<file path="config.mk">
export PLATFORM = sky130hd
export DESIGN_NAME = ps2_kbd_monitor_flat
export DESIGN_NICKNAME = d
export VERILOG_FILES = /design/src/rtl/ps2_pkg.sv /design/src/rtl/ps2_kbd_monitor_if.sv /design/src/rtl/ps2_rx.sv /design/src/rtl/ps2_kbd_monitor.sv /design/src/flat_wrapper.sv
export SDC_FILE = /design/constraint.sdc
export NUM_CORES = 1
export LEC_CHECK = 0
export CAP_MARGIN = 10
export CORE_MARGIN = 4
export CORE_UTILIZATION = 45
export DETAILED_ROUTE_END_ITERATION = 10
export PLACE_DENSITY = 0.67
export SYNTH_ARGS = -nofsm -noshare
export SYNTH_HDL_FRONTEND = slang
export SYNTH_HIERARCHICAL = 1
export SYNTH_SLANG_ARGS = --single-unit
export TNS_END_PERCENT = 50
</file>
<file path="constraint.sdc">
create_clock -name clk -period 1.9 [get_ports clk]
set_input_delay 0.19 -clock clk [delete_from_list [all_inputs] [get_ports clk]]
set_output_delay 0.19 -clock clk [all_outputs]
set_load 0.01 [all_outputs]
</file>
<file path="src/rtl/ps2_pkg.sv">
// Shared definitions for the PS/2 keyboard monitor.
//   - ps2_state_e    : receive-frame FSM states
//   - PS2_PREFIX_*   : extended / release prefix bytes
//   - SEG_GLYPH      : hex digit -> active-low 7-seg pattern, bit 0 = segment a
//   - clog2          : counter width able to hold 0..value-1 (minimum 1)
package ps2_pkg;

   typedef enum logic [1:0] {
      ST_IDLE   = 2'd0,
      ST_DATA   = 2'd1,
      ST_PARITY = 2'd2,
      ST_STOP   = 2'd3
   } ps2_state_e;

   localparam logic [7:0] PS2_PREFIX_EXT = 8'hE0;
   localparam logic [7:0] PS2_PREFIX_REL = 8'hF0;

   localparam logic [6:0] SEG_GLYPH [16] = '{
      7'h40, 7'h79, 7'h24, 7'h30, 7'h19, 7'h12, 7'h02, 7'h78,
      7'h00, 7'h10, 7'h08, 7'h03, 7'h46, 7'h21, 7'h06, 7'h0E
   };

   function automatic int clog2(input int value);
      int width;
      width = 1;
      while ((1 << width) < value) width = width + 1;
      return width;
   endfunction

endpackage

</file>
<file path="src/rtl/ps2_kbd_monitor_if.sv">
// Scan-code report bus of the keyboard monitor.
//   code_valid  : one-cycle strobe per completed (non-prefix) code
//   code        : last completed scan code
//   ledreleased : last code was preceded by F0
//   ledextended : last code was preceded by E0
//   parity_err  : sticky frame error flag
// master = producer (ps2_kbd_monitor), slave = consumer.
interface ps2_kbd_monitor_if;
   logic       code_valid;
   logic [7:0] code;
   logic       ledreleased;
   logic       ledextended;
   logic       parity_err;

   modport master (output code_valid, code, ledreleased, ledextended, parity_err);
   modport slave  (input  code_valid, code, ledreleased, ledextended, parity_err);
endinterface

</file>
<file path="src/rtl/ps2_rx.sv">
// PS/2 frame receiver: 2-FF synchronisers, ps2clk glitch filter, frame FSM.
// Optional frame watchdog enabled by macro PS2_TIMEOUT_EN.
// Ports:
//   clk, rst          : system clock, synchronous active-high reset
//   ps2clk, ps2data   : raw asynchronous pad inputs
//   rx_byte           : last received data byte
//   byte_valid        : one-cycle strobe, good frame received
//   frame_err         : one-cycle strobe, parity or stop-bit error
//
// state     | meaning
// ST_IDLE   | waiting for a start bit (fall with data 0)
// ST_DATA   | shifting 8 data bits, LSB first
// ST_PARITY | capturing the parity bit
// ST_STOP   | checking stop bit and odd parity
module ps2_rx
   import ps2_pkg::*;
#(
   parameter int FILTER_LEN = 8,
   parameter int WD_CYCLES  = 10000
) (
   input  logic       clk,
   input  logic       rst,
   input  logic       ps2clk,
   input  logic       ps2data,
   output logic [7:0] rx_byte,
   output logic       byte_valid,
   output logic       frame_err
);
   localparam int FLTW = clog2(FILTER_LEN);

   logic [1:0]      clk_sync_q, clk_sync_d, data_sync_q, data_sync_d;
   logic            flt_q, flt_d, flt_prev_q, flt_prev_d;
   logic [FLTW-1:0] flt_cnt_q, flt_cnt_d;
   ps2_state_e      state_q, state_d;
   logic [2:0]      bit_cnt_q, bit_cnt_d;
   logic [7:0]      shift_q, shift_d;
   logic            par_q, par_d;
   logic            byte_valid_q, byte_valid_d, frame_err_q, frame_err_d;
   logic            fall, din, timeout;

   // The filter reloads while the sample matches the filtered level, so a
   // change is accepted only after FILTER_LEN consecutive differing samples.
   always_comb begin
      clk_sync_d  = {clk_sync_q[0], ps2clk};
      data_sync_d = {data_sync_q[0], ps2data};
      flt_d       = flt_q;
      flt_prev_d  = flt_q;
      flt_cnt_d   = flt_cnt_q;
      if (clk_sync_q[1] == flt_q) begin
         flt_cnt_d = FLTW'(FILTER_LEN - 1);
      end else if (flt_cnt_q == '0) begin
         flt_d     = clk_sync_q[1];
         flt_cnt_d = FLTW'(FILTER_LEN - 1);
      end else begin
         flt_cnt_d = flt_cnt_q - FLTW'(1);
      end
   end

   assign fall = flt_prev_q & ~flt_q;
   assign din  = data_sync_q[1];

   always_comb begin
      state_d      = state_q;
      bit_cnt_d    = bit_cnt_q;
      shift_d      = shift_q;
      par_d        = par_q;
      byte_valid_d = 1'b0;
      frame_err_d  = 1'b0;
      if (fall) begin
         case (state_q)
            ST_IDLE: begin
               if (!din) begin
                  state_d   = ST_DATA;
                  bit_cnt_d = 3'd0;
               end
            end
            ST_DATA: begin
               shift_d = {din, shift_q[7:1]};
               if (bit_cnt_q == 3'd7) state_d = ST_PARITY;
               else bit_cnt_d = bit_cnt_q + 3'd1;
            end
            ST_PARITY: begin
               par_d   = din;
               state_d = ST_STOP;
            end
            ST_STOP: begin
               state_d = ST_IDLE;
               if (din && ((^shift_q) ^ par_q)) byte_valid_d = 1'b1;
               else frame_err_d = 1'b1;
            end
            default: state_d = ST_IDLE;
         endcase
      end else if (timeout) begin
         state_d = ST_IDLE;
      end
   end

   always_ff @(posedge clk) begin
      if (rst) begin
         clk_sync_q   <= 2'b11;
         data_sync_q  <= 2'b11;
         flt_q        <= 1'b1;
         flt_prev_q   <= 1'b1;
         flt_cnt_q    <= FLTW'(FILTER_LEN - 1);
         state_q      <= ST_IDLE;
         bit_cnt_q    <= 3'd0;
         shift_q      <= 8'h00;
         par_q        <= 1'b0;
         byte_valid_q <= 1'b0;
         frame_err_q  <= 1'b0;
      end else begin
         clk_sync_q   <= clk_sync_d;
         data_sync_q  <= data_sync_d;
         flt_q        <= flt_d;
         flt_prev_q   <= flt_prev_d;
         flt_cnt_q    <= flt_cnt_d;
         state_q      <= state_d;
         bit_cnt_q    <= bit_cnt_d;
         shift_q      <= shift_d;
         par_q        <= par_d;
         byte_valid_q <= byte_valid_d;
         frame_err_q  <= frame_err_d;
      end
   end

`ifdef PS2_TIMEOUT_EN
   localparam int WDW = clog2(WD_CYCLES);
   logic [WDW-1:0] wd_cnt_q, wd_cnt_d;

   // Down-counter restarted by every fall; it rests at zero, which only
   // matters when a frame is in progress.
   always_comb begin
      wd_cnt_d = wd_cnt_q;
      if (fall) wd_cnt_d = WDW'(WD_CYCLES - 1);
      else if (wd_cnt_q != '0) wd_cnt_d = wd_cnt_q - WDW'(1);
   end

   always_ff @(posedge clk) begin
      if (rst) wd_cnt_q <= '0;
      else wd_cnt_q <= wd_cnt_d;
   end

   assign timeout = (wd_cnt_q == '0) && (state_q != ST_IDLE);
`else
   logic unused_wd_cfg;
   assign unused_wd_cfg = (WD_CYCLES > 0);
   assign timeout       = 1'b0;
`endif

   assign rx_byte    = shift_q;
   assign byte_valid = byte_valid_q;
   assign frame_err  = frame_err_q;

endmodule

</file>
<file path="src/rtl/ps2_kbd_monitor.sv">
// PS/2 keyboard scan-code monitor with multiplexed 7-segment history display.
// Optional frame watchdog in ps2_rx enabled by macro PS2_TIMEOUT_EN.
// Ports:
//   clk, rst        : system clock, synchronous active-high reset
//   ps2clk, ps2data : raw PS/2 pad inputs
//   an              : digit anodes, active low, one low at a time
//   seg             : segments a..g (seg[0]=a), active low
//   kbd             : scan-code report bus (code, strobe, LEDs, parity_err)
// Digit 0 is the low nibble of the newest code; history depth NDIGITS/2 bytes.
module ps2_kbd_monitor
   import ps2_pkg::*;
#(
   parameter int CLK_HZ     = 50000000,
   parameter int SCAN_HZ    = 1000,
   parameter int NDIGITS    = 4,
   parameter int FILTER_LEN = 8,
   parameter int TIMEOUT_US = 200
) (
   input  logic               clk,
   input  logic               rst,
   input  logic               ps2clk,
   input  logic               ps2data,
   output logic [NDIGITS-1:0] an,
   output logic [6:0]         seg,
   ps2_kbd_monitor_if.master  kbd
);
   localparam int HW        = NDIGITS * 4;
   localparam int IDXW      = clog2(NDIGITS);
   localparam int SCAN_DIV  = CLK_HZ / SCAN_HZ;
   localparam int SCW       = clog2(SCAN_DIV);
   localparam int WD_CYCLES = (CLK_HZ / 1000000) * TIMEOUT_US;

   logic [7:0]         rx_byte;
   logic               byte_valid, frame_err;

   logic [7:0]         code_q, code_d;
   logic               code_valid_q, code_valid_d;
   logic               led_ext_q, led_ext_d, led_rel_q, led_rel_d;
   logic               pend_ext_q, pend_ext_d, pend_rel_q, pend_rel_d;
   logic               perr_q, perr_d;
   logic [HW-1:0]      hist_q, hist_d;
   logic [SCW-1:0]     scan_cnt_q, scan_cnt_d;
   logic [IDXW-1:0]    idx_q, idx_d;
   logic [NDIGITS-1:0] an_q, an_d;
   logic [6:0]         seg_q, seg_d;

   ps2_rx #(
      .FILTER_LEN (FILTER_LEN),
      .WD_CYCLES  (WD_CYCLES)
   ) u_rx (
      .clk        (clk),
      .rst        (rst),
      .ps2clk     (ps2clk),
      .ps2data    (ps2data),
      .rx_byte    (rx_byte),
      .byte_valid (byte_valid),
      .frame_err  (frame_err)
   );

   always_comb begin
      code_d       = code_q;
      code_valid_d = 1'b0;
      led_ext_d    = led_ext_q;
      led_rel_d    = led_rel_q;
      pend_ext_d   = pend_ext_q;
      pend_rel_d   = pend_rel_q;
      perr_d       = perr_q | frame_err;
      hist_d       = hist_q;
      if (byte_valid) begin
         if (rx_byte == PS2_PREFIX_EXT) begin
            pend_ext_d = 1'b1;
         end else if (rx_byte == PS2_PREFIX_REL) begin
            pend_rel_d = 1'b1;
         end else begin
            code_d       = rx_byte;
            code_valid_d = 1'b1;
            led_ext_d    = pend_ext_q;
            led_rel_d    = pend_rel_q;
            pend_ext_d   = 1'b0;
            pend_rel_d   = 1'b0;
            hist_d       = (hist_q << 8) | HW'(rx_byte);
         end
      end
   end

   // an and seg are both registered from the same index, so they switch on
   // the same edge and no digit ever shows its neighbour's glyph.
   always_comb begin
      scan_cnt_d = scan_cnt_q - SCW'(1);
      idx_d      = idx_q;
      if (scan_cnt_q == '0) begin
         scan_cnt_d = SCW'(SCAN_DIV - 1);
         idx_d      = (idx_q == IDXW'(NDIGITS - 1)) ? '0 : idx_q + IDXW'(1);
      end
      an_d  = ~(NDIGITS'(1) << idx_q);
      seg_d = SEG_GLYPH[hist_q[4*idx_q +: 4]];
   end

   always_ff @(posedge clk) begin
      if (rst) begin
         code_q       <= 8'h00;
         code_valid_q <= 1'b0;
         led_ext_q    <= 1'b0;
         led_rel_q    <= 1'b0;
         pend_ext_q   <= 1'b0;
         pend_rel_q   <= 1'b0;
         perr_q       <= 1'b0;
         hist_q       <= '0;
         scan_cnt_q   <= SCW'(SCAN_DIV - 1);
         idx_q        <= '0;
         an_q         <= '1;
         seg_q        <= 7'h7F;
      end else begin
         code_q       <= code_d;
         code_valid_q <= code_valid_d;
         led_ext_q    <= led_ext_d;
         led_rel_q    <= led_rel_d;
         pend_ext_q   <= pend_ext_d;
         pend_rel_q   <= pend_rel_d;
         perr_q       <= perr_d;
         hist_q       <= hist_d;
         scan_cnt_q   <= scan_cnt_d;
         idx_q        <= idx_d;
         an_q         <= an_d;
         seg_q        <= seg_d;
      end
   end

   assign an              = an_q;
   assign seg             = seg_q;
   assign kbd.code_valid  = code_valid_q;
   assign kbd.code        = code_q;
   assign kbd.ledreleased = led_rel_q;
   assign kbd.ledextended = led_ext_q;
   assign kbd.parity_err  = perr_q;

endmodule

</file>
<file path="src/flat_wrapper.sv">
// flat-port wrapper written by rule: the top's interface ports become plain ports
module ps2_kbd_monitor_flat import ps2_pkg::*;
#(
   parameter int CLK_HZ     = 50000000,
   parameter int SCAN_HZ    = 1000,
   parameter int NDIGITS    = 4,
   parameter int FILTER_LEN = 8,
   parameter int TIMEOUT_US = 200
)
  (clk, rst, ps2clk, ps2data, an, seg, kbd_code_valid, kbd_code, kbd_ledreleased, kbd_ledextended, kbd_parity_err);
  ps2_kbd_monitor_if kbd_i ();
  input  logic clk;
  input  logic rst;
  input  logic ps2clk;
  input  logic ps2data;
  output logic [NDIGITS-1:0] an;
  output logic [6:0] seg;
  output wire logic [$bits(kbd_i.code_valid)-1:0] kbd_code_valid;
  output wire logic [$bits(kbd_i.code)-1:0] kbd_code;
  output wire logic [$bits(kbd_i.ledreleased)-1:0] kbd_ledreleased;
  output wire logic [$bits(kbd_i.ledextended)-1:0] kbd_ledextended;
  output wire logic [$bits(kbd_i.parity_err)-1:0] kbd_parity_err;
  assign kbd_code_valid = kbd_i.code_valid;
  assign kbd_code = kbd_i.code;
  assign kbd_ledreleased = kbd_i.ledreleased;
  assign kbd_ledextended = kbd_i.ledextended;
  assign kbd_parity_err = kbd_i.parity_err;
  ps2_kbd_monitor #(.CLK_HZ(CLK_HZ), .SCAN_HZ(SCAN_HZ), .NDIGITS(NDIGITS), .FILTER_LEN(FILTER_LEN), .TIMEOUT_US(TIMEOUT_US)) u_core (.clk(clk), .rst(rst), .ps2clk(ps2clk), .ps2data(ps2data), .an(an), .seg(seg), .kbd(kbd_i));
endmodule
</file>
---- After elaboration in Yosys (flattened, before gate mapping) ----
Memory sizes are Yosys's and may differ from the RTL's. A register that Yosys moved wholly into a read port is not among the register bits.
Cells that the tools add are included.
word-level totals
  output and inout port bits .............. 23
  logic and storage cells ................. 85
  memories ................................ 1
  input port bits ......................... 4
  memory bits (read-only) ................. 112
  flip-flop bits (word level) ............. 77
memories
  name              depth  bits a word  read ports  clocked after Yosys merged registers in  wr ports  RTL line               source
  (name not given)  16     7            1           1                                        0         ps2_kbd_monitor.sv:96  seg_d = SEG_GLYPH[hist_q[4*idx_q +: 4]];
cells by class
  shift-type cells ........................ 2
  add/subtract/negate cells ............... 4
  mux-type cells .......................... 13
  reduce and logical (&&, ||, !) cells .... 18
  bitwise logic cells ..................... 13
  eq/ne operators ......................... 12
operators with widths
  kind                                                                  count
  8-bit == test, second input constant                                  2
  16-bit logical NOT                                                    1
  16-bit by 8-bit OR with 16-bit output                                 1
  16-bit by 5-bit variable part select with 4-bit output                1
  16-bit by 1-bit subtractor with 16-bit output, second input constant  1
  2-bit AND reduction                                                   5
  3-bit OR reduction                                                    3
  2-bit case mux with 4 select lines                                    1
  8-bit XOR reduction                                                   1
  1-bit NOT                                                             7
  2-bit == test, second input constant                                  3
  1-bit 2-to-1 mux                                                      6
  2-bit 2-to-1 mux                                                      3
  3-bit 2-to-1 mux                                                      2
  2-bit inequality test, second input constant                          3
  3-bit case mux with 2 select lines                                    1
  3-bit AND reduction                                                   2
  4-bit NOT with 5-bit output                                           1
  4-bit NOT                                                             1
  4-bit AND reduction                                                   1
  1-bit by 2-bit left shift with 4-bit output, first input constant     1
  3-bit by 1-bit adder with 3-bit output, second input constant         1
  3-bit == test, second input constant                                  1
  3-bit logical NOT                                                     1
  12 further kinds                                                      12

---- Logic depth before layout (Yosys ltp) ----
  word-level depth ........................ 4
  gate-level depth with buffers ........... 7
  gate-level depth less buffers ........... 6

---- Cells and area by module ----
Netlist, hierarchy kept.
by module, submodules not included
  module           seq. area each (um^2)  cells an instance  area each (um^2)  times used
  ps2_kbd_monitor  1021.0                 206                2202.1            1
  ps2_rx           500.5                  109                1089.8            1

---- Worst setup path before layout ----
No wires, ideal clock.
  path type ............................... register to register
  from .................................... register u_core.idx_q[0]
  to ...................................... register u_core.seg_q[3] (netlist: u_core/seg[3])
  stages on the path, launching flop included .. 8
  data arrival time ....................... 1.746 ns
  setup slack ............................. 0.020 ns
  library setup time ...................... 0.134 ns
  clock period less this slack ............ 1.880 ns
  data required time ...................... 1.766 ns
  cell sequence ........................... dfxtp_1 > buf_6 > mux4_2 > inv_1 > ha_1 > nor2_1 > a2111oi_0 > a21oi_1
between the ends
  word-level cells in the longest chain between the ends .. 2
ends and longest elaborated chain
  item                                                    RTL line                source
  from (decl)                                             ps2_kbd_monitor.sv:43   logic [IDXW-1:0] idx_q, idx_d;
  from (signal assigned)                                  ps2_kbd_monitor.sv:123  idx_q <= idx_d;
  16-bit by 5-bit variable part select with 4-bit output  ps2_kbd_monitor.sv:96
  4-bit NOT with 5-bit output (not written as such)       ps2_kbd_monitor.sv:96
  to (decl)                                               ps2_kbd_monitor.sv:45   logic [6:0] seg_q, seg_d;
No other way between the ends.
A chain may end at the register's enable or synchronous reset.

---- Worst setup path in the final report ----
Same ends and word-level chain as after synthesis.

==> impl_metrics.csv <==
group,metric,value,unit
route,postRouteAntennaNets,0,
synthesis,synth_seq_cells,76,
timing,slew_headroom,0.4891,
placed_design,dp.cells,436,
timing,setup_viol,0,
final_layout,nNetsFinal,375,
clock_tree,cts_tree,"yes",
final_layout,antenna_cells,0,
final_layout,seq_area,1526,µm²
route,first_iter_violations,123,
worst_hold_path,hold_start,"u_core/u_rx/flt_cnt_q[0]",
setup_path,crit_end,"u_core/seg[3]",
timing,rsz0062_at_grt,"yes",
global_route,antenna_found_initial,0,
setup_path,critPathMaxFanout,5,
pwr,seq_power_share,0.498,
clock_tree,clk-insertion-delay-late,350,ps
synthesis,synth_top_area_cell,"dfxtp_1",
setup_path,cp_slowest_stage_delay,560,ps
floorplan,num_io_pins,27,
synthesis,ys.flop_type,"dfxtp_1",
synthesis,synth_edf_count,0,
global_route,overflow,0,
global_route,grt_max_degree,46,
placed_design,placed_cell_area,3684,µm²
synthesis,synth_area,3292,µm²
timing,setup_tns,0,ps
clock_tree,cts.reportedPaths.clkPinSlew,80,ps
route,drt-vias-per-instance,5.086,
final_layout,fillers,613,
pwr,p_clk_frac,0.476,
flow_run,maxCapViolCount,0,
setup_path,required,2120,ps
setup_path,arrival,2100,ps
synthesis,yosysWarningCount,6,
setup_path,endpoint_kind,"register",
pwr,power.total,0.003250,W
global_route,grt_pass1_wl,9742,µm
pwr,power.switching,0.0006535,W
final_layout,area_delta_synth_final,20.49,%
floorplan,fp.dieW,93.53,µm
synthesis,syn_inst,315,
setup_path,r2r_cells,6,
route,via_count,2304,
setup_path,cpLargestDelayFamily,"multiplexers",
floorplan,dieArea,8748,µm²
final_layout,layout-drive-gt1-share,0.1737,
placed_design,io_buffers,26,
global_route,track_usage,0.1413,
floorplan,row_count,30,
synthesis,synth.area.top_cells,"dfxtp_1 46%, ha_1 7.2%, a22o_1 4.8%, mux2i_1 3.6%, nor2_1 2.9%",
clock_tree,htree_levels,3,
pwr,combinationalPowerShare,0.026,
clock_tree,cts_max_path_buffers,2,
clock_tree,root_buffer,"clkbuf_8",
setup_path,worstReg2RegStart,"u_core/idx_q[0]",
synthesis,ys_types,54,
clock_tree,hold_buffers,0,
placed_design,dp_hpwl,3932,µm
timing,period_share,0.9895,
setup_path,reg2reg_to,"u_core/seg[3]",
timing,clock.fmax,0.5319,GHz
floorplan,start_util,0.4741,
placed_design,gp_congestion,0.9426,
synthesis,synthTopCellsByCount,"76 x dfxtp_1, 25 x nor2_1, 23 x nand2_1",
timing,skew,10.81,ps
pwr,swShare,0.2011,
global_route,grt_pass1_vias,2099,
setup_path,cp_num_cells,6,
timing,worst_pin_slew,765.5,ps
setup_path,r2r_slack,20,ps
clock_tree,numCtsBuffers,9,
synthesis,async_flop_share,0,
setup_path,cp_num_buf_inv,1,
synthesis,syn-num-nets,338,
synthesis,synth_top_area_share,0.4622,
floorplan,core-area,6944,µm²
setup_path,crit_start,"u_core/idx_q[0]",
status,status,"completed",
final_layout,stdcell_area,3966,µm²
pwr,power_density,819.5,nW/µm²
clock_tree,clock_sinks,76,
pwr,ir_drop,0.0003984,V
route,wire_per_inst,12.77,µm
synthesis,avgSynthCellArea,10.45,µm²
timing,min_period,1880,ps
route,drc_errors,0,
timing,hold_viol,0,
final_layout,multi_input_area,1617,µm²
setup_path,crit_chain,"mux4_2 -> inv_1 -> ha_1 -> nor2_1 -> a2111oi_2 -> a21oi_1",
pwr,p_leak,1.599,nW
route,firstDrtPassIters,4,
timing,hold_slack,385.8,ps
final_layout,instances_no_fill,453,
timing,drv_slew,0,
setup_path,critical_path_class,"register to register",
setup_path,slowest_stage,"mux4_2",
route,wl,5785,µm
synthesis,synth.most_common_cell,"dfxtp_1",
synthesis,seq_area_frac_synth,0.4622,
pwr,p_int,0.002597,W
setup_path,cp-start-kind,"register",
floorplan,die_h,93.53,µm
worst_hold_path,hp-class,"register to register",
[power by group through the flow]
stage	Combinational [W]	Sequential (W)	Clock, W
3_5_place_dp	0.0000836	0.00166	0
4_1_cts	0.0000841	0.00162	0.00160
5_1_grt	0.0000928	0.00162	0.00166
3_3_place_gp	0.0000832	0.00166	0
2_1_floorplan	0.0000424	0.00166	0
6_report	0.0000844	0.00162	0.00155
[registers in the layout (all words and copies together) (netlist names), 2 cells and up]
signal                   cells
u_core/scan_cnt_q           16
u_core/hist_q                9
u_core/u_rx/rx_byte          8
u_core/kbd.code              7
u_core/seg                   7
u_core/an                    4
u_core/u_rx/bit_cnt_q        3
u_core/u_rx/flt_cnt_q        3
u_core/idx_q                 2
u_core/u_rx/clk_sync_q       2
u_core/u_rx/data_sync_q      2
u_core/u_rx/state_q          2
[repair_timing]
action | CTS | global route
gates cloned | 0 | 0
hold endpoints to repair | 0 | 0
setup endpoints to repair | 1 | 22
resized for setup | 2 | 5
setup buffers | 0 | 1
[cells in the final DEF (no fill, tap or decap), types with 2 or more instances in the layout]
cell type        synthesis  layout
o21ai_0                  6       6
nor2_2                   1       2
a22o_1                  18      18
or2_2                    7       7
clkdlybuf4s50_1          0      26
a21oi_1                 11      10
nand4b_1                 3       3
ha_1                    19      19
mux4_2                   4       4
a31oi_1                  3       3
buf_4                    8      18
clkbuf_8                 0      11
nand2b_1                 5       5
nor3_1                   6       6
or3_1                    2       2
mux2i_1                 12      12
xnor2_1                  6       6
or4_1                    3       3
xnor3_1                  2       2
nor2_1                  25      24
nor2b_1                  6       6
o31ai_1                  3       3
nand2_1                 23      23
inv_1                   11      11
xor2_1                  10      10
a221o_1                  2       2
nor4_1                   2       2
bufinv_16                0       3
dfxtp_1                 76      74
nand3_1                  7       7
[per-stage QoR]
stage | setup WS (ps) | utilization
CTS | 37.82 | 0.5679
global placement | 27.62 | 0.5305
finish | 20.00 | 0.5712
detailed placement | -42.88 | 0.5305
floorplan | 20.42 | -
global route | -28.96 | 0.5712
[kinds of logic after synthesis]
logic type / synth area share
buffers and inverters: 0.05055
adder cells (fa/ha/maj): 0.07222
AO/OA/AOI/OAI: 0.1133
flip-flops: 0.4622
AND/OR/NAND/NOR: 0.1783
XOR/XNOR: 0.05625
multiplexers: 0.06728
[how the worst min path moves through the flow]
stage	to	slack (ps)	cells after the start
after CTS	u_core/u_rx/clk_sync_q[0]	380	2
after floorplan	u_core/u_rx/frame_err	270	1
after detailed placement	u_core/u_rx/flt_cnt_q[0]	370	1
final	u_core/u_rx/flt_cnt_q[0]	390	1
after global routing	u_core/u_rx/clk_sync_q[0]	390	2
after global placement	u_core/u_rx/flt_cnt_q[0]	370	1
[layer usage]
| metal | vias to the layer above | GRT usage | wire length (µm) |
|---|---|---|---|
| met1 | 1056 | 0.1853 | 2752 |
| li1 | 1181 | - | - |
| met5 | - | 0 | 0 |
| met2 | 52 | 0.2055 | 2586 |
| met3 | 15 | 0.04103 | 279 |
| met4 | 0 | 0.08303 | 166 |
[layout make-up]
type,instances,share of cell area
Clock buffer,11,0.03817
Clock inverter,5,0.02681
Inverter,13,0.01262
Multi-Input combinational cell,208,0.4076
Sequential cell,76,0.3849
Tap cell,96,0.03028
Timing Repair Buffer,44,0.09968
(Power assumes the default switching activity.)
